<file path="src/rtl/spi_frame_monitor_if.sv">
// Slave-side SPI pins plus the wrapper's rx_valid/rx_data handshake.
// The bus driver uses master; the passive frame monitor uses slave.
interface spi_frame_monitor_if #(
  parameter int unsigned FRAME_W = 10
) ();
  logic               ss_n;
  logic               mosi;
  logic               miso;
  logic               rx_valid;
  logic [FRAME_W-1:0] rx_data;

  modport master (output ss_n, output mosi, output miso, output rx_valid, output rx_data);
  modport slave  (input  ss_n, input  mosi, input  miso, input  rx_valid, input  rx_data);
endinterface

</file>
<file path="src/rtl/spi_frame_monitor.sv">
// Passive SPI wrapper frame checker: validates rx_valid latency/payload, captures
// read returns, flags aborts and slave-select timeouts, counts frames per command.
module spi_frame_monitor #(
  parameter int unsigned      CMD_W      = 2,
  parameter int unsigned      DATA_W     = 8,
  parameter int unsigned      RXV_LAT    = 1,
  parameter int unsigned      SS_TIMEOUT = 16,
  parameter logic [CMD_W-1:0] READ_CMD   = CMD_W'(2'b11),
  parameter int unsigned      CNT_W      = 16
) (
  input  logic                          clk,
  input  logic                          rst,
  spi_frame_monitor_if.slave            bus,
  input  logic                          err_clr,
  output logic                          frame_done,
  output logic [CMD_W-1:0]              frame_cmd,
  output logic [DATA_W-1:0]             frame_data,
  output logic                          rd_done,
  output logic [DATA_W-1:0]             rd_data,
  output logic [4:0]                    err_pulse,
  output logic [4:0]                    err_sticky,
  output logic [(2**CMD_W)*CNT_W-1:0]   cmd_cnt
);

  localparam int unsigned FRAME_W = CMD_W + DATA_W;
  localparam int unsigned NCMD    = 2**CMD_W;
  localparam int unsigned CNT_ALL = NCMD * CNT_W;
  localparam int unsigned BIT_W   = $clog2(FRAME_W + 1);
  localparam int unsigned TMO_W   = $clog2(SS_TIMEOUT + 1);
  localparam int unsigned LAT_W   = 3;

  localparam int unsigned E_ABORT = 0;
  localparam int unsigned E_MISS  = 1;
  localparam int unsigned E_SPUR  = 2;
  localparam int unsigned E_DATA  = 3;
  localparam int unsigned E_TMO   = 4;

  typedef enum logic [2:0] {
    IDLE     = 3'd0,
    START    = 3'd1,
    SHIFT    = 3'd2,
    WAIT_RXV = 3'd3,
    READ     = 3'd4,
    WAIT_SS  = 3'd5
  } state_t;

  state_t               state, state_nxt;
  logic                 ss_n_d;
  logic [FRAME_W-1:0]   sh, sh_nxt;
  logic [DATA_W-1:0]    rsh, rsh_nxt;
  logic [BIT_W-1:0]     bit_cnt, bit_cnt_nxt;
  logic [LAT_W-1:0]     lat, lat_nxt;
  logic [TMO_W-1:0]     tmo, tmo_nxt;

  logic                 frame_done_nxt;
  logic [CMD_W-1:0]     frame_cmd_nxt;
  logic [DATA_W-1:0]    frame_data_nxt;
  logic                 rd_done_nxt;
  logic [DATA_W-1:0]    rd_data_nxt;
  logic [4:0]           err_nxt;
  logic [CNT_ALL-1:0]   cnt_nxt;

  logic [CMD_W-1:0]     sh_cmd;
  logic [DATA_W-1:0]    sh_data;

  assign sh_cmd  = sh[FRAME_W-1 -: CMD_W];
  assign sh_data = sh[DATA_W-1:0];

  // State register
  always_ff @(posedge clk or posedge rst) begin
    if (rst) state <= IDLE;
    else     state <= state_nxt;
  end

  // Next-state, datapath and error decode
  always_comb begin
    state_nxt      = state;
    sh_nxt         = sh;
    rsh_nxt        = rsh;
    bit_cnt_nxt    = bit_cnt;
    lat_nxt        = lat;
    tmo_nxt        = tmo;
    frame_done_nxt = 1'b0;
    frame_cmd_nxt  = frame_cmd;
    frame_data_nxt = frame_data;
    rd_done_nxt    = 1'b0;
    rd_data_nxt    = rd_data;
    err_nxt        = '0;
    cnt_nxt        = cmd_cnt;

    unique case (state)
      IDLE: begin
        if (bus.rx_valid) err_nxt[E_SPUR] = 1'b1;
        if (!bus.ss_n && ss_n_d) state_nxt = START;
      end

      START: begin
        if (bus.rx_valid) err_nxt[E_SPUR] = 1'b1;
        if (bus.ss_n) begin
          err_nxt[E_ABORT] = 1'b1;
          state_nxt        = IDLE;
        end else begin
          bit_cnt_nxt = '0;
          state_nxt   = SHIFT;
        end
      end

      SHIFT: begin
        if (bus.rx_valid) err_nxt[E_SPUR] = 1'b1;
        if (bus.ss_n) begin
          err_nxt[E_ABORT] = 1'b1;
          state_nxt        = IDLE;
        end else begin
          sh_nxt = FRAME_W'({sh, bus.mosi});
          if (bit_cnt == BIT_W'(FRAME_W - 1)) begin
            lat_nxt   = LAT_W'(1);
            state_nxt = WAIT_RXV;
          end else begin
            bit_cnt_nxt = bit_cnt + BIT_W'(1);
          end
        end
      end

      WAIT_RXV: begin
        if (bus.ss_n) begin
          err_nxt[E_ABORT] = 1'b1;
          state_nxt        = IDLE;
        end else if (bus.rx_valid) begin
          tmo_nxt = '0;
          if (lat == LAT_W'(RXV_LAT)) begin
            // Accepted: a payload mismatch is flagged but the frame still counts
            frame_done_nxt = 1'b1;
            frame_cmd_nxt  = sh_cmd;
            frame_data_nxt = sh_data;
            if (bus.rx_data != sh) err_nxt[E_DATA] = 1'b1;
            for (int unsigned c = 0; c < NCMD; c++) begin
              if (CMD_W'(c) == sh_cmd && cnt_nxt[c*CNT_W +: CNT_W] != {CNT_W{1'b1}})
                cnt_nxt[c*CNT_W +: CNT_W] = cnt_nxt[c*CNT_W +: CNT_W] + CNT_W'(1);
            end
            if (sh_cmd == READ_CMD) begin
              bit_cnt_nxt = '0;
              state_nxt   = READ;
            end else begin
              state_nxt = WAIT_SS;
            end
          end else begin
            err_nxt[E_SPUR] = 1'b1;
            state_nxt       = WAIT_SS;
          end
        end else if (lat == LAT_W'(RXV_LAT)) begin
          err_nxt[E_MISS] = 1'b1;
          tmo_nxt         = '0;
          state_nxt       = WAIT_SS;
        end else begin
          lat_nxt = lat + LAT_W'(1);
        end
      end

      READ: begin
        if (bus.rx_valid) err_nxt[E_SPUR] = 1'b1;
        if (bus.ss_n) begin
          err_nxt[E_ABORT] = 1'b1;
          state_nxt        = IDLE;
        end else begin
          rsh_nxt = DATA_W'({rsh, bus.miso});
          if (bit_cnt == BIT_W'(DATA_W - 1)) begin
            rd_done_nxt = 1'b1;
            rd_data_nxt = rsh_nxt;
            tmo_nxt     = '0;
            state_nxt   = WAIT_SS;
          end else begin
            bit_cnt_nxt = bit_cnt + BIT_W'(1);
          end
        end
      end

      WAIT_SS: begin
        if (bus.rx_valid) err_nxt[E_SPUR] = 1'b1;
        if (bus.ss_n) begin
          state_nxt = IDLE;
        end else if (tmo == TMO_W'(SS_TIMEOUT - 1)) begin
          // ss_n_d stays low, so a new frame needs a fresh falling edge
          err_nxt[E_TMO] = 1'b1;
          state_nxt      = IDLE;
        end else begin
          tmo_nxt = tmo + TMO_W'(1);
        end
      end

      default: state_nxt = IDLE;
    endcase
  end

  // Datapath and registered outputs
  always_ff @(posedge clk or posedge rst) begin
    if (rst) begin
      ss_n_d     <= 1'b1;
      sh         <= '0;
      rsh        <= '0;
      bit_cnt    <= '0;
      lat        <= '0;
      tmo        <= '0;
      frame_done <= 1'b0;
      frame_cmd  <= '0;
      frame_data <= '0;
      rd_done    <= 1'b0;
      rd_data    <= '0;
      err_pulse  <= '0;
      err_sticky <= '0;
      cmd_cnt    <= '0;
    end else begin
      ss_n_d     <= bus.ss_n;
      sh         <= sh_nxt;
      rsh        <= rsh_nxt;
      bit_cnt    <= bit_cnt_nxt;
      lat        <= lat_nxt;
      tmo        <= tmo_nxt;
      frame_done <= frame_done_nxt;
      frame_cmd  <= frame_cmd_nxt;
      frame_data <= frame_data_nxt;
      rd_done    <= rd_done_nxt;
      rd_data    <= rd_data_nxt;
      err_pulse  <= err_nxt;
      // A new error wins over a same-cycle clear
      err_sticky <= (err_clr ? 5'd0 : err_sticky) | err_nxt;
      cmd_cnt    <= cnt_nxt;
    end
  end

endmodule

</file>
<file path="src/flat_wrapper.sv">
// flat-port wrapper written by rule: the top's interface ports become plain ports
module spi_frame_monitor_flat 
#(
  parameter int unsigned      CMD_W      = 2,
  parameter int unsigned      DATA_W     = 8,
  parameter int unsigned      RXV_LAT    = 1,
  parameter int unsigned      SS_TIMEOUT = 16,
  parameter logic [CMD_W-1:0] READ_CMD   = CMD_W'(2'b11),
  parameter int unsigned      CNT_W      = 16
)
  (clk, rst, err_clr, frame_done, frame_cmd, frame_data, rd_done, rd_data, err_pulse, err_sticky, cmd_cnt, bus_ss_n, bus_mosi, bus_miso, bus_rx_valid, bus_rx_data);
  spi_frame_monitor_if #(.FRAME_W(10)) bus_i ();
  input  logic clk;
  input  logic rst;
  input  logic err_clr;
  output logic frame_done;
  output logic [CMD_W-1:0] frame_cmd;
  output logic [DATA_W-1:0] frame_data;
  output logic rd_done;
  output logic [DATA_W-1:0] rd_data;
  output logic [4:0] err_pulse;
  output logic [4:0] err_sticky;
  output logic [(2**CMD_W)*CNT_W-1:0] cmd_cnt;
  input wire logic [$bits(bus_i.ss_n)-1:0] bus_ss_n;
  input wire logic [$bits(bus_i.mosi)-1:0] bus_mosi;
  input wire logic [$bits(bus_i.miso)-1:0] bus_miso;
  input wire logic [$bits(bus_i.rx_valid)-1:0] bus_rx_valid;
  input wire logic [$bits(bus_i.rx_data)-1:0] bus_rx_data;
  assign bus_i.ss_n = bus_ss_n;
  assign bus_i.mosi = bus_mosi;
  assign bus_i.miso = bus_miso;
  assign bus_i.rx_valid = bus_rx_valid;
  assign bus_i.rx_data = bus_rx_data;
  spi_frame_monitor #(.CMD_W(CMD_W), .DATA_W(DATA_W), .RXV_LAT(RXV_LAT), .SS_TIMEOUT(SS_TIMEOUT), .READ_CMD(READ_CMD), .CNT_W(CNT_W)) u_core (.clk(clk), .rst(rst), .bus(bus_i), .err_clr(err_clr), .frame_done(frame_done), .frame_cmd(frame_cmd), .frame_data(frame_data), .rd_done(rd_done), .rd_data(rd_data), .err_pulse(err_pulse), .err_sticky(err_sticky), .cmd_cnt(cmd_cnt));
endmodule
</file>
<file path="config.mk">
export PLATFORM = sky130hd
export DESIGN_NAME = spi_frame_monitor_flat
export DESIGN_NICKNAME = d
export VERILOG_FILES = /design/src/rtl/spi_frame_monitor_if.sv /design/src/rtl/spi_frame_monitor.sv /design/src/flat_wrapper.sv
export SDC_FILE = /design/constraint.sdc
export NUM_CORES = 1
export LEC_CHECK = 0
export ABC_AREA = 1
export BUFFER_PORTS_ARGS = -buffer_cell sky130_fd_sc_hd__buf_2
export CAP_MARGIN = 40
export CORE_MARGIN = 3
export CORE_UTILIZATION = 50
export CTS_BUF_LIST = sky130_fd_sc_hd__clkbuf_16
export CTS_CLUSTER_DIAMETER = 150
export DETAILED_ROUTE_END_ITERATION = 12
export PLACE_DENSITY = 0.78
export SLEW_MARGIN = 20
export SYNTH_ARGS = -nofsm -noshare
export SYNTH_HDL_FRONTEND = slang
export SYNTH_SLANG_ARGS = --single-unit
</file>
<file path="constraint.sdc">
create_clock -name clk -period 5.1 [get_ports clk]
set_input_delay 0.51 -clock clk [delete_from_list [all_inputs] [get_ports clk]]
set_output_delay 0.51 -clock clk [all_outputs]
set_load 0.005 [all_outputs]
</file>
; Word level (Yosys, flattened, before mapping)
; Index checks and enable logic that the tools add are counted.
[totals]
regBits = 127
[classes]
addsub = 7
eq_ne = 39
muxes = 61
bitwise_logic = 2
n_reduce_logical = 25
[op_table]
columns = op, n
row1 = $add 16x1->16 const B, 4
row2 = $ne 16x16->1 const B, 4
row3 = $mux 3, 17
row4 = $mux 5, 8
row5 = $mux 4, 9
row6 = $reduce_and 5->1, 5
row7 = $ne 2x2->1 const B, 11
row8 = $mux 1, 20
row9 = $pmux 3 s6, 1
row10 = $pmux 4 s4, 1
row11 = $pmux 5 s3, 1
row12 = $ne 3x2->1 const B, 4
row13 = $ne 10x10->1, 1
row14 = $ne 2x1->1 const B, 5
row15 = $reduce_and 10->1, 1
row16 = $reduce_and 7->1, 1
row17 = $eq 3x1->1 const B, 2
row18 = $eq 3x2->1 const B, 2
row19 = $eq 3x3->1 const B, 2
row20 = $pmux 3 s2, 1
row21 = $reduce_and 6->1, 1
row22 = $add 5x1->5 const B, 1
row23 = $eq 5x4->1 const B, 1
row24 = $logic_and 1x1->1, 5
row25 = 23 further kinds, 26

; Logic depth before layout (Yosys ltp)
; Gate-level depths: netlist of the first run.
[depth]
ltp_word = 7
mapped_depth = 12

; Least setup slack after synthesis of the first run
; OpenSTA, ideal clock, no wires.
[synth_path]
path_type = input to register
startpoint = input bus_ss_n
endpoint = register u_core.cmd_cnt[18]
t_arrival_ns = 1.484
required_ns = 4.980
path_slack_ns = 3.495
path_stages = 8
path_cell_list = clkbuf_8 nor2_4 nand3_2 buf_6 nor2_8 nand2_4 o21ai_0 nand2_1
[synth_between]
elab_chain_len = 2
[synth_lines]
columns = element, line
row1 = from (decl), flat_wrapper.sv:24  ; input wire logic [$bits(bus_i.ss_n)-1:0] bus_ss_n;
row2 = $not 1->1 (no source line), n/a
row3 = $reduce_and 5->1 (no source line), n/a
row4 = to (signal assigned), spi_frame_monitor.sv:226  ; cmd_cnt <= cnt_nxt;
row5 = to (decl), spi_frame_monitor.sv:22  ; output logic [(2**CMD_W)*CNT_W-1:0] cmd_cnt
; Every way passes these cells.
; A chain may end at the register's enable or synchronous reset.

; Worst setup path after layout of the first run
[layout_path]
startpoint = register u_core.lat[1]
endpoint = register u_core.cmd_cnt[57]
[layout_between]
elab_chain_len = 2
[layout_lines]
columns = element, line
row1 = from (decl), spi_frame_monitor.sv:52  ; logic [LAT_W-1:0] lat, lat_nxt;
row2 = from (signal assigned), spi_frame_monitor.sv:216  ; lat <= lat_nxt;
row3 = $eq 3x1->1, spi_frame_monitor.sv:130  ; if (lat == LAT_W'(RXV_LAT)) begin
row4 = $reduce_and 5->1 (no source line), n/a
; Every way passes these cells.

==> flow_metrics.env, run 1 <==
export IMPL_yosys_mux_area_fraction=0.00160
export IMPL_root_buffer="clkbuf_16"
export IMPL_synth_nets=972
export IMPL_max_vdd_ir_drop_mv=0.235
export IMPL_leakagePower_nw=4.34
export IMPL_synthCells=945
export IMPL_fin_tns_setup_ps=0
export IMPL_syn_area_per_cell_sq_um=7.44
export IMPL_grt_max_degree=48
export IMPL_nets=1091
export IMPL_cts_hold_buffers_added=0
export IMPL_drive_above_1_share=0.157
export IMPL_max_cap_viol_count=0
export IMPL_gp_congestion=0.877
export IMPL_switching_share=0.310
export IMPL_worstMarginPinSlew_ps=727
export IMPL_numCtsBuffers=17
export IMPL_via_count=6484
export IMPL_die_x_microns=125
export IMPL_p_int_mw=2.04
export IMPL_fmax_mhz=430
export IMPL_synth_simple_area_share=0.335
export IMPL_rsz0062_at_grt="no"
export IMPL_finalSetupViolCount=0
export IMPL_grt_pass1_wl_microns=28300
export IMPL_path_max_fanout=21
export IMPL_synthesis_area_sq_mm=0.00703
export IMPL_io_pins=111
export IMPL_die_h_microns=125
export IMPL_port_buffers=110
export IMPL_gr_usage_all_layers=0.219
export IMPL_pwr_share_seq=0.429
export IMPL_cts_tree="built"
export IMPL_clockBufferDepth=2
export IMPL_yosys_area_top_type="dfrtp_1"
export IMPL_clk_pin_slew_ps=50
export IMPL_dieArea_sq_mm=0.0155
export IMPL_stdcell_count=1250
export IMPL_rows=42
export IMPL_core_sq_mm=0.0135
export IMPL_synth_compound_area_frac=0.0689
export IMPL_worst_slew_margin_rel=0.515
export IMPL_ys_types=40
export IMPL_fin_skew_ps=7.51
export IMPL_yosys_warnings=0
export IMPL_hold_violations=0
export IMPL_initial_core_util=0.520
export IMPL_drc=0
export IMPL_via_per_inst=5.19
export IMPL_place_ws_ps=2780
export IMPL_grt_antenna_before_repair=0
export IMPL_dr_pass1_iters=5
export IMPL_endpoint_kind="flip-flop"
export IMPL_diodes=0
export IMPL_grt_pass1_vias=6002
export IMPL_post_cts_resized=0
export IMPL_synth_top_family_by_area="simple AND/OR/NAND/NOR gates"
export IMPL_area_delta_synth_final_pct=17.8
export IMPL_h_tree_depth=4
export IMPL_finalMaxSlewViolations=0
export IMPL_power_density_mw_per_mm2=358
export IMPL_synthTopCellsByArea="dfrtp_1 45%, nand2_1 16%, inv_1 6.6%, nor2_1 5.6%, nand3_1 4.6%"
export IMPL_clk_latency_ps=420
export IMPL_min_period_ps=2320
export IMPL_wl_per_cell_microns=13.2
export IMPL_synth_xor_area_share=0.0411
export IMPL_overflow=0
export IMPL_initialDrtViolationCount=549
export IMPL_cts_sinks=127
export IMPL_whs_ps=132
export IMPL_ant_nets=0
export IMPL_routed_wirelength_microns=16600
export IMPL_ys_ff_latch=127
export IMPL_synth_seq_area_share=0.452
export IMPL_required_ps=5410
export IMPL_synth_top_area_frac=0.449
export IMPL_post_route_period_util=0.456
export IMPL_fill_cells=1218
export IMPL_p_sw_mw=0.919
export IMPL_setup_slack_ps=2780
export IMPL_synth_adder_area_share=0.0178
export IMPL_p_clk_frac=0.377
export IMPL_crit_type="reg -> reg"
export IMPL_arrival_ps=2630
export IMPL_outcome="finished, final reports clean"
export IMPL_hpwl_microns=12200
export IMPL_pwr_share_comb=0.195
export IMPL_dp_cells=1221
export IMPL_startpoint_type="flip-flop"
export IMPL_cts_setup_buffers=0
export IMPL_worstHoldPathType="in -> async"
==> cells in the mapped netlist <==
cell type / instances
o21ai_1: 8
nand2_1: 300
nor3_2: 1
inv_1: 124
clkbuf_1: 4
o21ai_0: 63
buf_1: 1
nor2_4: 2
nor2_1: 105
nand3b_1: 9
inv_4: 1
nand3_1: 64
mux2_2: 1
nor3_1: 12
nand4_1: 33
o21a_1: 1
nor2_8: 2
dfrtp_1: 126
xor2_1: 17
nand2_4: 2
buf_2: 1
o22ai_1: 2
nand4_2: 1
xnor2_1: 16
a21oi_1: 9
inv_2: 4
nor2_2: 4
buf_6: 4
buf_4: 2
clkbuf_8: 1
ha_1: 10
a211oi_2: 1
a21o_1: 1
a21boi_2: 1
nand3_2: 1
or2_2: 2
o21ai_2: 3
a31oi_1: 1
dfstp_2: 1
nand2_2: 4
==> layout by cell type (no fill, tap or decap), drive strengths merged <==
master / Yosys / layout
a31oi: 1 / 1
nor3: 13 / 13
dfstp: 1 / 1
nor2: 113 / 113
a21o: 1 / 1
a211oi: 1 / 1
dfrtp: 126 / 126
nand4: 34 / 34
xor2: 17 / 17
a21boi: 1 / 1
nand3: 65 / 65
bufinv: 0 / 2
o21ai: 74 / 74
nand2: 306 / 306
o22ai: 2 / 2
or2: 2 / 2
xnor2: 16 / 16
mux2: 1 / 1
clkinv: 0 / 7
buf: 8 / 113
ha: 10 / 10
nand3b: 9 / 9
inv: 129 / 131
clkbuf: 5 / 17
o21a: 1 / 1
a21oi: 9 / 9
clkinvlp: 0 / 1
==> area by class of cell <==
cell class / instances / area, sq um / share of cell area
inverter: 129 / 489 / 0.0591
timing repair buffer: 113 / 593 / 0.0716
clock buffer: 17 / 425 / 0.0514
clock inverter: 12 / 106 / 0.0128
multi-input combinational: 676 / 3260 / 0.394
sequential: 127 / 3180 / 0.384
tap: 176 / 220 / 0.0266
==> stage by stage <==
| step | cell area (sq um) | power (mW) | utilization |
|---|---|---|---|
| 4_1_cts | 8280 | 2.98 | 0.613 |
| 3_3_place_gp | 7720 | 1.83 | 0.572 |
| 2_1_floorplan | 7030 | 1.67 | - |
| 6_report | 8280 | 2.96 | 0.613 |
| 5_1_grt | 8280 | 3.13 | 0.613 |
| 3_5_place_dp | 7750 | 1.85 | 0.574 |
==> critical path, cell delays in order, from the launching register on <==
cell	delay [ps]
dfrtp_1	370
inv_1	70
ha_1	160
inv_1	40
nor2_1	90
buf_4	260
nand3_2	410
nor2_1	360
nand2_2	170
inv_2	120
nand2_1	60
nand2_1	60
nand2_1	50
==> power by group through the flow <==
stage                     Combinational [mW]  Sequential [mW]  Clock (mW)
after floorplan                        0.417             1.26           0
after global placement                 0.558             1.27           0
after detailed placement               0.572             1.28           0
after CTS                              0.577             1.27        1.13
after global routing                   0.666             1.29        1.18
final                                  0.576             1.27        1.12
==> registers in the layout, indices dropped and copies added, names as in the netlist, 4 cells and up <==
signal and count:
u_core.rd_data 8, u_core.rsh 7, u_core.frame_data 8, u_core.err_pulse 5
u_core.err_sticky 5, u_core.cmd_cnt 64, u_core.bit_cnt 4, u_core.sh 10
u_core.tmo 5
==> layer usage <==
layer | wire, microns | track usage | vias up | share of wire
li1 | - | - | 3244 | -
met1 | 7370 | 0.287 | 3027 | 0.44
met2 | 7950 | 0.355 | 179 | 0.48
met3 | 898 | 0.0570 | 34 | 0.054
met4 | 346 | 0.0761 | 0 | 0.021
met5 | 0 | 0 | - | 0
==> path summary, 6_finish.rpt <==
check,startpoint,end,slack [ps],cells past startpoint
worst max register to register,u_core.lat[1],u_core.cmd_cnt[57],2780,12
worst min register to register,u_core.err_sticky[4],u_core.err_sticky[4],480,2
worst min-delay path,rst,u_core.rd_data[6],130,2
worst max-delay path,u_core.lat[1],u_core.cmd_cnt[57],2780,12
max in group asynchronous,rst,u_core.cmd_cnt[8],3800,4
min in group clk,bus_ss_n,u_core.ss_n_d,310,1
==> cell families (layout without fill, tap and decap cells) <==
| logic type | count (synthesis) | count (layout) |
|---|---|---|
| AOI/OAI and AO/OA | 90 | 90 |
| and+or+nand+nor | 542 | 542 |
| adders and majority gates | 10 | 10 |
| DFF | 127 | 127 |
| buffers and inverters | 142 | 271 |
| muxes | 1 | 1 |
| xor gates and xnor gates | 33 | 33 |
No activity file was read; power rests on OpenSTA's default activity.
==> run 2: changes to the inputs <==
- clock period: 5.1 -> 2.3 ns (I/O delays scaled with it)
==> flow_metrics.env, run 2 (synthesis gave the netlist of run 1 again) <==
export IMPL_via_count=6426
export IMPL_required_ps=2640
export IMPL_initialDrtViolationCount=460
export IMPL_drive_above_1_share=0.164
export IMPL_cts_sinks=127
export IMPL_area_delta_synth_final_pct=18.8
export IMPL_hold_violations=0
export IMPL_gp_congestion=0.875
export IMPL_post_cts_resized=0
export IMPL_multi_input_area_sq_mm=0.00326
export IMPL_post_route_util=0.618
export IMPL_path_max_fanout=17
export IMPL_crit_type="reg -> reg"
export IMPL_outcome="finished, final reports clean"
export IMPL_fill_cells=1194
export IMPL_die_x_microns=125
export IMPL_cts_tree="built"
export IMPL_worst_slew_margin_rel=0.550
export IMPL_fin_total_pwr_mw=6.53
export IMPL_grt_busiest_layer="met2"
export IMPL_root_buffer="clkbuf_16"
export IMPL_rows=42
export IMPL_arrival_ps=2400
export IMPL_grt_antenna_before_repair=0
export IMPL_fmax_mhz=486
export IMPL_io_pins=111
export IMPL_endpoint_kind="flip-flop"
export IMPL_worstMarginPinSlew_ps=674
export IMPL_rsz0062_at_grt="no"
export IMPL_overflow=0
export IMPL_min_period_ps=2060
export IMPL_ant_nets=0
export IMPL_finalMaxSlewViolations=0
export IMPL_clk_latency_ps=420
export IMPL_mostFrequentLayoutCell="nand2_1"
export IMPL_dieArea_sq_mm=0.0155
export IMPL_final_cell_mix="300 x nand2_1, 126 x dfrtp_1, 124 x inv_1, 110 x buf_2, 105 x nor2_1"
export IMPL_power_density_mw_per_mm2=782
export IMPL_gr_usage_all_layers=0.213
export IMPL_use_met1=0.277
export IMPL_hpwl_microns=12000
export IMPL_numCtsBuffers=17
export IMPL_nets=1098
export IMPL_worstHoldPathType="in -> reg"
export IMPL_clk_pin_slew_ps=50
export IMPL_fin_tns_setup_ps=0
export IMPL_max_vdd_ir_drop_mv=0.558
export IMPL_whs_ps=33.9
export IMPL_dr_pass1_iters=5
export IMPL_wl_per_cell_microns=12.9
export IMPL_largest_reg_flops=64
export IMPL_startpoint_type="flip-flop"
export IMPL_top_regs="u_core.cmd_cnt x64, u_core.sh x10"
export IMPL_grt_max_degree=43
export IMPL_drc=0
export IMPL_routed_wirelength_microns=16200
export IMPL_regArea_sq_mm=0.00318
export IMPL_die_h_microns=125
export IMPL_fin_skew_ps=8.54
export IMPL_port_buffers=110
export IMPL_leakagePower_nw=4.36
export IMPL_grt_pass1_wl_microns=27700
export IMPL_via_per_inst=5.10
export IMPL_finalSetupViolCount=0
export IMPL_post_route_period_util=0.895
export IMPL_clockBufferDepth=2
export IMPL_diodes=0
export IMPL_grt_pass1_vias=6009
export IMPL_globalRouteMet3Util=0.0536
export IMPL_h_tree_depth=4
export IMPL_top_register="u_core.cmd_cnt"
export IMPL_grtUsageMet2=0.349
export IMPL_max_cap_viol_count=0
export IMPL_core_sq_mm=0.0135
export IMPL_initial_core_util=0.520
## run 2: power breakdown
part	internal (mW)	total, mW	switching [mW]
combinational	0.480	1.31	0.828
clock	1.45	2.40	0.954
sequential	2.54	2.82	0.281
total	4.47	6.53	2.06
## run 2: layout make-up
class / instances / area share
multi-input combinational: 676 / 0.391
tap: 176 / 0.0264
clock inverter: 14 / 0.0124
sequential: 127 / 0.381
timing repair buffer: 120 / 0.0797
clock buffer: 17 / 0.0510
inverter: 129 / 0.0587
## run 2: metal layers
layer	up-vias	part of all wire	wire length (microns)
li1	3254	-	-
met1	2985	0.45	7270
met2	168	0.48	7790
met3	19	0.055	886
met4	0	0.015	247
met5	-	0	0
## run 2: path summary, 6_finish.rpt
| check | end | startpoint | cells past startpoint | slack (ps) |
|---|---|---|---|---|
| max | u_core.cmd_cnt[39] | u_core.lat[1] | 10 | 240 |
| min | u_core.sh[0] | bus_mosi | 3 | 30 |
| max reg2reg | u_core.cmd_cnt[39] | u_core.lat[1] | 10 | 240 |
| min reg2reg | u_core.sh[2] | u_core.sh[1] | 2 | 480 |
| max in group asynchronous | u_core.ss_n_d | rst | 4 | 1180 |
| min in group asynchronous | u_core.err_sticky[2] | rst | 3 | 470 |
## run 2: repair_timing
action	4_1_cts	5_1_grt
endpoints found under the setup margin	0	0
setup buffers	0	0
hold buffers	1	0
endpoints found under the hold margin	24	0
## run 2: worst max-delay path, stage by stage (launching register included)
cell and delay (ps):
dfrtp_1 380, inv_1 70, ha_1 160, inv_1 40
nor2_1 280, nand4_2 200, nor2_1 220, nand2_2 240
inv_4 240, nand2_1 100, o21ai_2 60
## run 2: metrics by stage
| stage | instances | cell area (sq um) | worst slack, ps |
|---|---|---|---|
| finish | 1259 | 8350 | 240 |
| global route | 1259 | 8350 | 25.1 |
| CTS | 1259 | 8350 | 232 |
| detailed placement | 1227 | 7810 | 250 |
| global placement | 1227 | 7810 | 322 |
| floorplan | 945 | 7030 | 504 |
==> run 3: changes to the inputs <==
- BUFFER_PORTS_ARGS: -buffer_cell sky130_fd_sc_hd__buf_2 -> -buffer_cell sky130_fd_sc_hd__buf_4
- PLACE_DENSITY: 0.78 -> 0.74
- clock period: 2.3 -> 1.8 ns (I/O delays scaled with it)
==> flow_metrics.env, run 3 (synthesis gave the netlist of run 1 again) <==
export IMPL_outcome="finished, final reports clean"
export IMPL_finalMaxSlewViolations=0
export IMPL_dp_cells=1257
export IMPL_grt_pass1_vias=6170
export IMPL_fin_tns_setup_ps=0
export IMPL_worstMarginPinSlew_ps=504
export IMPL_worst_slew_margin_rel=0.664
export IMPL_min_period_ps=1700
export IMPL_dr_pass1_iters=5
export IMPL_critPathMaxStageDelay_ps=390
export IMPL_drive_above_1_share=0.218
export IMPL_drc=0
export IMPL_max_cap_viol_count=0
export IMPL_crit_chain="inv_2 > ha_4 > inv_2 > nor2_2 > buf_6 > nand3_4 > buf_6 > nor2_8 > nand2_2 > o21ai_0 > nand2_1"
export IMPL_hold_violations=0
export IMPL_hpwl_microns=12500
export IMPL_max_vdd_ir_drop_mv=0.728
export IMPL_cts_sinks=127
export IMPL_die_x_microns=125
export IMPL_dieArea_sq_mm=0.0155
export IMPL_clockBufferDepth=2
export IMPL_worstHoldPathType="in -> reg"
export IMPL_routed_wirelength_microns=17500
export IMPL_root_buffer="clkbuf_16"
export IMPL_clk_latency_ps=420
export IMPL_io_pins=111
export IMPL_grt_pass1_wl_microns=29200
export IMPL_endpoint_kind="flip-flop"
export IMPL_overflow=0
export IMPL_rr_worst_depth=11
export IMPL_top_register="u_core.cmd_cnt"
export IMPL_mostFrequentLayoutCell="nand2_1"
export IMPL_ant_nets=0
export IMPL_required_ps=2110
export IMPL_cts_tree="built"
export IMPL_crit_type="reg -> reg"
export IMPL_post_route_period_util=0.946
export IMPL_diodes=0
export IMPL_top_regs="u_core.cmd_cnt x64, u_core.sh x10"
export IMPL_gp_congestion=0.907
export IMPL_arrival_ps=2010
export IMPL_grt_antenna_before_repair=0
export IMPL_gr_usage_all_layers=0.226
export IMPL_stdcell_count=1302
export IMPL_initialDrtViolationCount=460
export IMPL_core_sq_mm=0.0135
export IMPL_startpoint_type="flip-flop"
export IMPL_critPathSlowestCell="dfrtp_1"
export IMPL_port_buffers=110
export IMPL_fmax_mhz=587
export IMPL_fin_skew_ps=6.39
export IMPL_largest_reg_flops=64
export IMPL_clk_pin_slew_ps=60
export IMPL_initial_core_util=0.520
export IMPL_area_delta_synth_final_pct=29.4
export IMPL_wl_per_cell_microns=13.4
export IMPL_nets=1140
export IMPL_finalInstanceArea_sq_mm=0.00909
export IMPL_min_path_cells=3
export IMPL_via_per_inst=5.06
export IMPL_grt_max_degree=96
export IMPL_leakagePower_nw=4.63
export IMPL_rows=42
export IMPL_numCtsBuffers=17
export IMPL_finalSetupViolCount=0
export IMPL_post_route_util=0.673
export IMPL_path_max_fanout=6
export IMPL_power_density_mw_per_mm2=990
export IMPL_die_h_microns=125
export IMPL_dpl_cell_area_sq_mm=0.00830
export IMPL_via_count=6586
export IMPL_h_tree_depth=4
export IMPL_final_cell_mix="298 x nand2_1, 152 x buf_4, 125 x dfrtp_1, 120 x inv_1, 93 x nor2_1"
## run 3: cell count changes in the layout (fill, tap and decap cells not counted), moves of 6 or more
cell / previous run / this run
buf_2: 110 / 0
buf_4: 6 / 152
nor2_1: 105 / 93
nor2_2: 4 / 12
o21ai_0: 63 / 55
o21ai_1: 8 / 14
## run 3: path summary, 6_finish.rpt
kind                                 startpoint                   end  slack [ps]
min                                    bus_miso     u_core.rd_data[0]          20
min in group asynchronous                   rst  u_core.frame_data[1]         480
min reg2reg                u_core.err_sticky[2]  u_core.err_sticky[2]         480
max                               u_core.lat[1]    u_core.cmd_cnt[25]         100
max reg2reg                       u_core.lat[1]    u_core.cmd_cnt[25]         100
max in group asynchronous                   rst       u_core.state[1]         940
## run 3: per-layer routing
layer | up-vias | wire [microns] | global-route usage
met1 | 3047 | 7750 | 0.304
met4 | 0 | 225 | 0.0683
met5 | - | 0 | 0
met2 | 185 | 8400 | 0.360
li1 | 3336 | - | -
met3 | 18 | 1080 | 0.0622
## run 3: final cells by class
class / count / area, sq um
fill: 1154 / 4410
multi-input combinational: 677 / 3390
sequential: 127 / 3180
timing repair buffer: 161 / 1260
inverter: 129 / 493
clock buffer: 17 / 425
tap: 176 / 220
clock inverter: 15 / 128
## run 3: repair_timing
item | 4_1_cts | 5_1_grt
hold endpoints to repair | 128 | 0
hold buffers | 3 | 0
pin swaps | 0 | 11
setup buffers | 0 | 9
resized for setup | 1 | 46
gates cloned | 0 | 1
setup endpoints to repair | 1 | 67
## run 3: metrics by stage
stage	power, mW	setup WS, ps	hold slack [ps]
2_1_floorplan	4.75	53.6	184
3_3_place_gp	5.48	106	358
3_5_place_dp	5.53	-0.332	362
4_1_cts	8.81	1.14	4.76
5_1_grt	9.51	-22.5	37.1
6_report	9.00	97.8	20.2
## run 3: worst max-delay path: cells and delay by family, from the launching register on
family / cells / cell delay [ps]
flops: 1 / 390
simple gates: 5 / 520
buf+inv: 4 / 400
compound gates: 1 / 150
fa+ha+maj: 1 / 130
## run 3: where the power goes
part | switching, mW | internal [mW] | total, mW
combinational | 1.26 | 0.925 | 2.19
sequential | 0.333 | 3.24 | 3.58
clock | 1.24 | 2.00 | 3.24
